[src/rtl/fc2_argmax.sv]
// Output layer of a 128->10 classifier: ten signed dot products against ROM weights
// plus a scaled bias, reduced to the index and value of the largest score.
module fc2_argmax #(
    parameter logic [10:0] rom_addr_base  = 11'h410,
    parameter logic [10:0] bias_addr_base = 11'h460
) (
    input  logic          clk,
    input  logic          iRst,
    input  logic          ena,
    input  logic          start,
    input  logic [1023:0] data_from_fc1,
    input  logic [127:0]  data_from_rom,
    output logic [10:0]   addr_to_rom,
    output logic          busy,
    output logic          done,
    output logic [3:0]    digit,
    output logic [23:0]   max_score
);

    typedef enum logic [2:0] {IDLE, BREQ, BGET, MREQ, MACC, FIN, DONE} state_t;

    state_t             state_reg, state_next;
    logic [3:0]         n_reg, n_next;
    logic [2:0]         c_reg, c_next;
    logic [10:0]        addr_reg, addr_next;
    logic               accept;

    logic [1023:0]      act_reg;
    logic signed [7:0]  bias_reg [10];
    logic signed [23:0] acc_reg;
    logic               busy_reg, done_reg;
    logic [3:0]         digit_reg;
    logic signed [23:0] max_reg;

    logic [127:0]       act_row;
    logic signed [16:0] prod [16];
    logic signed [23:0] row_sum, fin_sum;
    logic signed [7:0]  bias_cur;

    // Column c of the weight matrix pairs with activations 16c..16c+15.
    assign act_row = act_reg[{c_reg, 7'b0} +: 128];

    generate
        for (genvar gi = 0; gi < 16; gi++) begin : g_mul
            logic signed [16:0] w_ext, a_ext;
            assign w_ext    = {{9{data_from_rom[8*gi+7]}}, data_from_rom[8*gi +: 8]};
            assign a_ext    = {9'b0, act_row[8*gi +: 8]};
            assign prod[gi] = w_ext * a_ext;
        end
    endgenerate

    always_comb begin
        row_sum = '0;
        for (int k = 0; k < 16; k++) begin
            row_sum = row_sum + {{7{prod[k][16]}}, prod[k]};
        end
    end

    assign bias_cur = bias_reg[n_reg];
    assign fin_sum  = acc_reg + {{9{bias_cur[7]}}, bias_cur, 7'b0};

    always_comb begin
        state_next = state_reg;
        n_next     = n_reg;
        c_next     = c_reg;
        addr_next  = addr_reg;
        accept     = 1'b0;
        case (state_reg)
            IDLE, DONE: begin
                if (start) begin
                    accept     = 1'b1;
                    state_next = BREQ;
                    n_next     = '0;
                    c_next     = '0;
                    addr_next  = bias_addr_base;
                end
            end
            BREQ: state_next = BGET;
            BGET: state_next = MREQ;
            MREQ: state_next = MACC;
            MACC: begin
                if (c_reg == 3'd7) begin
                    state_next = FIN;
                    c_next     = '0;
                end else begin
                    state_next = MREQ;
                    c_next     = c_reg + 3'd1;
                end
            end
            FIN: begin
                if (n_reg == 4'd9) begin
                    state_next = DONE;
                end else begin
                    state_next = MREQ;
                    n_next     = n_reg + 4'd1;
                end
            end
            default: state_next = IDLE;
        endcase
        // The address is registered on entry to MREQ so the word arrives during MACC.
        if (state_next == MREQ && state_reg != MREQ) begin
            addr_next = rom_addr_base + {4'b0, n_next, c_next};
        end
    end

    always_ff @(posedge clk or posedge iRst) begin
        if (iRst) begin
            state_reg <= IDLE;
            n_reg     <= '0;
            c_reg     <= '0;
            addr_reg  <= '0;
        end else if (ena) begin
            state_reg <= state_next;
            n_reg     <= n_next;
            c_reg     <= c_next;
            addr_reg  <= addr_next;
        end
    end

    always_ff @(posedge clk or posedge iRst) begin
        if (iRst) begin
            acc_reg   <= '0;
            busy_reg  <= 1'b0;
            done_reg  <= 1'b0;
            digit_reg <= '0;
            max_reg   <= '0;
        end else if (ena) begin
            if (accept) begin
                acc_reg   <= '0;
                busy_reg  <= 1'b1;
                done_reg  <= 1'b0;
                digit_reg <= '0;
                max_reg   <= '0;
            end else if (state_reg == MACC) begin
                acc_reg <= acc_reg + row_sum;
            end else if (state_reg == FIN) begin
                acc_reg <= '0;
                // Strict compare keeps the lowest index on ties.
                if (n_reg == 4'd0 || fin_sum > max_reg) begin
                    max_reg   <= fin_sum;
                    digit_reg <= n_reg;
                end
                if (n_reg == 4'd9) begin
                    done_reg <= 1'b1;
                    busy_reg <= 1'b0;
                end
            end
        end
    end

    always_ff @(posedge clk) begin
        if (ena) begin
            if (accept) begin
                act_reg <= data_from_fc1;
            end
            if (state_reg == BGET) begin
                for (int b = 0; b < 10; b++) begin
                    bias_reg[b] <= data_from_rom[8*b +: 8];
                end
            end
        end
    end

    assign addr_to_rom = addr_reg;
    assign busy        = busy_reg;
    assign done        = done_reg;
    assign digit       = digit_reg;
    assign max_score   = max_reg;

endmodule
[config.mk]
export PLATFORM = sky130hd
export DESIGN_NAME = fc2_argmax
export DESIGN_NICKNAME = d
export VERILOG_FILES = /design/src/rtl/fc2_argmax.sv
export SDC_FILE = /design/constraint.sdc
export NUM_CORES = 2
export LEC_CHECK = 0
export ABC_CLOCK_PERIOD_IN_PS = 34100
export CORE_AREA = 2 2 471 473
export CTS_CLUSTER_DIAMETER = 150
export DETAILED_ROUTE_END_ITERATION = 8
export DIE_AREA = 0 0 473 475
export GPL_TIMING_DRIVEN = 0
export SKIP_CTS_REPAIR_TIMING = 1
export SYNTH_ARGS = -nofsm -noshare
export SYNTH_HDL_FRONTEND = slang
export SYNTH_SLANG_ARGS = --single-unit
[constraint.sdc]
create_clock -name clk -period 34.1 [get_ports clk]
set_input_delay 5.115 -clock clk [delete_from_list [all_inputs] [get_ports clk]]
set_output_delay 5.115 -clock clk [all_outputs]
set_load 0.005 [all_outputs]
==> flow_summary.yaml <==
run_status:
  status: "finished clean"
drt:
  final_antenna_net_count: 0
  viasPerCell: 5.14
  drt-pass1-iter-count: 8
  via_count: 56600
  post-route-drc-count: 0
  avgRoutedWirePerCell_um: 27.6
  wl_mm: 304
  dr.first_iter.drc_count: 4783
logic_synthesis:
  synth_ff_type: "edfxtp_1"
  yosys_warnings: 0
  yosysSeqAreaShare_pct: 40.0
  syn_area_um2: 87400
  ys_types: 67
  synth_area_per_cell_um2: 13.3
  syn_inst: 6593
  synthArstFlopShare_pct: 6.20
  synth_edf_count: 1104
  synth-seq-cells: 1177
timing:
  rsz0062_at_grt: "no"
  max_freq_ghz: 0.0584
  final_max_slew_viol_count: 0
  fin_skew_ps: 70.6
  setup_viol: 0
  fin_crit_ps: 17110
  hold_viol_final: 0
  tightest_slew_ps: 1470
  fin_setup_tns_ps: 0
  period_share_pct: 50.2
  slew_headroom_pct: 1.74
die:
  die_h_um: 475
  start_util_pct: 39.9
  die_w_um: 473
  dieArea_um2: 225000
  core-area_um2: 219000
  row_count: 172
  ios: 1197
clocking:
  cts_sinks: 1177
  cts_made_buffers: 142
  htree_levels: 4
  clock_latency_ps: 860
  clk_pin_slew_ps: 50
  cts_root_buf: "clkbuf_16"
  ctsLongestPathBuffers: 3
  cts_tree: "done"
layout:
  layout.nets: 10800
  drive_gt1_share_pct: 8.23
  largest_reg_flops: 1024
  area_delta_synth_final_pct: 24.5
setup_path:
  required_ps: 34760
  cp_slowest_cell: "clkdlybuf4s50_1"
  critPathArrivalTime_ps: 17770
  path_class: "in2reg"
  critPathLaunchType: "input port"
  cp-end-kind: "flop"
  slowest_delay_ps: 760
  cp_common_cell: "fa_1"
  path_max_fanout: 9
grt:
  track_usage_pct: 27.1
  first_global_vias: 60500
  antenna_found_initial: 110
  grt_pass1_wl_mm: 428
  grt_max_degree: 126
  grt_overflow_total: 0
place:
  io_buffers: 1194
  gp_congestion: 0.921
  hpwl_mm: 258
worst_hold_path:
  hold_class: "reg2reg"
flow_run:
  drv_cap: 0
worst max-delay path, delay by kind of cell:
| kind | cells | cell delay [ps] |
|---|---|---|
| AOI/OAI and AO/OA | 12 | 2310 |
| adders and majority gates | 16 | 7990 |
| and+or+nand+nor | 1 | 320 |
| xor gates and xnor gates | 3 | 470 |
| buffers and inverters | 14 | 1520 |
stage by stage:
stage	hold slack (ps)	instances	util, %	setup WS, ps	area, µm²
floorplan	468	6594	-	14240	87400
global placement	459	10700	47.0	7980	103000
detailed placement	481	10700	47.4	16270	104000
CTS	494	11000	49.6	17100	109000
global route	517	11000	49.6	16450	109000
finish	483	11000	49.7	16990	109000
cell usage after synthesis, drive strengths merged (79+ instances only):
| master | n | share of area (%) |
|---|---|---|
| and2 | 137 | 0.98 |
| xnor2 | 87 | 0.87 |
| edfxtp | 1104 | 38 |
| mux4 | 272 | 7.0 |
| ha | 684 | 9.8 |
| nand2b | 171 | 1.2 |
| mux2i | 102 | 1.2 |
| fa | 985 | 23 |
| inv | 1371 | 5.9 |
| a21oi | 90 | 0.52 |
| nand2 | 297 | 1.3 |
| nor2b | 498 | 3.6 |
| nor2 | 126 | 0.54 |
| o21ai | 79 | 0.46 |
kinds of logic after synthesis:
kind of cell	after synthesis	synth area share, %
buf+inv	1477	6.41
fa+ha+maj	1669	32.4
flops	1177	40.0
compound gates	342	2.55
other cells	1	0.00429
xor+xnor	146	1.46
simple gates	1368	8.48
mux	413	8.68
worst paths after layout:
path | endpoint | depth (start not counted) | slack (ps) | start
worst max-delay path | acc_reg[23] | 46 | 16990 | data_from_rom[74]
worst min-delay path | addr_to_rom[10] | 2 | 480 | addr_to_rom[10]
worst max register to register | acc_reg[23] | 49 | 17650 | c_reg[1]
worst min register to register | addr_to_rom[10] | 2 | 480 | addr_to_rom[10]
max in group asynchronous | acc_reg[1] | 3 | 28980 | iRst
min in group asynchronous | max_score[14] | 2 | 4580 | iRst
placed cells by master, fill, tap and decap left out, types with 75 or more instances in the layout:
master and n:
mux4_2 272, and2_1 137, fa_1 985, edfxtp_1 1104, clkbuf_1 75, a21oi_1 89
clkbuf_16 144, ha_1 684, o21ai_0 77, nor2b_1 498, xnor2_1 87, nand2_1 297
clkdlybuf4s50_1 1194, nor2_1 126, inv_1 1370, nand2b_1 171
per-layer routing:
layer	track usage, %	up-vias	wire length [µm]
met4	9.91	50	11700
li1	-	24700	-
met2	47.5	2130	155000
met1	32.4	29300	115000
met5	0	-	340
met3	6.21	462	22300
final cells by class:
cell class | instances | area [µm²]
Antenna cell | 54 | 135
Buffer | 105 | 468
Clock buffer | 173 | 3710
Clock inverter | 87 | 1080
Fill cell | 19200 | 110000
Inverter | 1372 | 5150
Multi-Input combinational cell | 3940 | 46900
Sequential cell | 1177 | 35000
Tap cell | 2871 | 3590
Timing Repair Buffer | 1239 | 12700
Power is not shown: default switching activity piles up to over one toggle a cycle in this logic, so the estimate is an artifact.
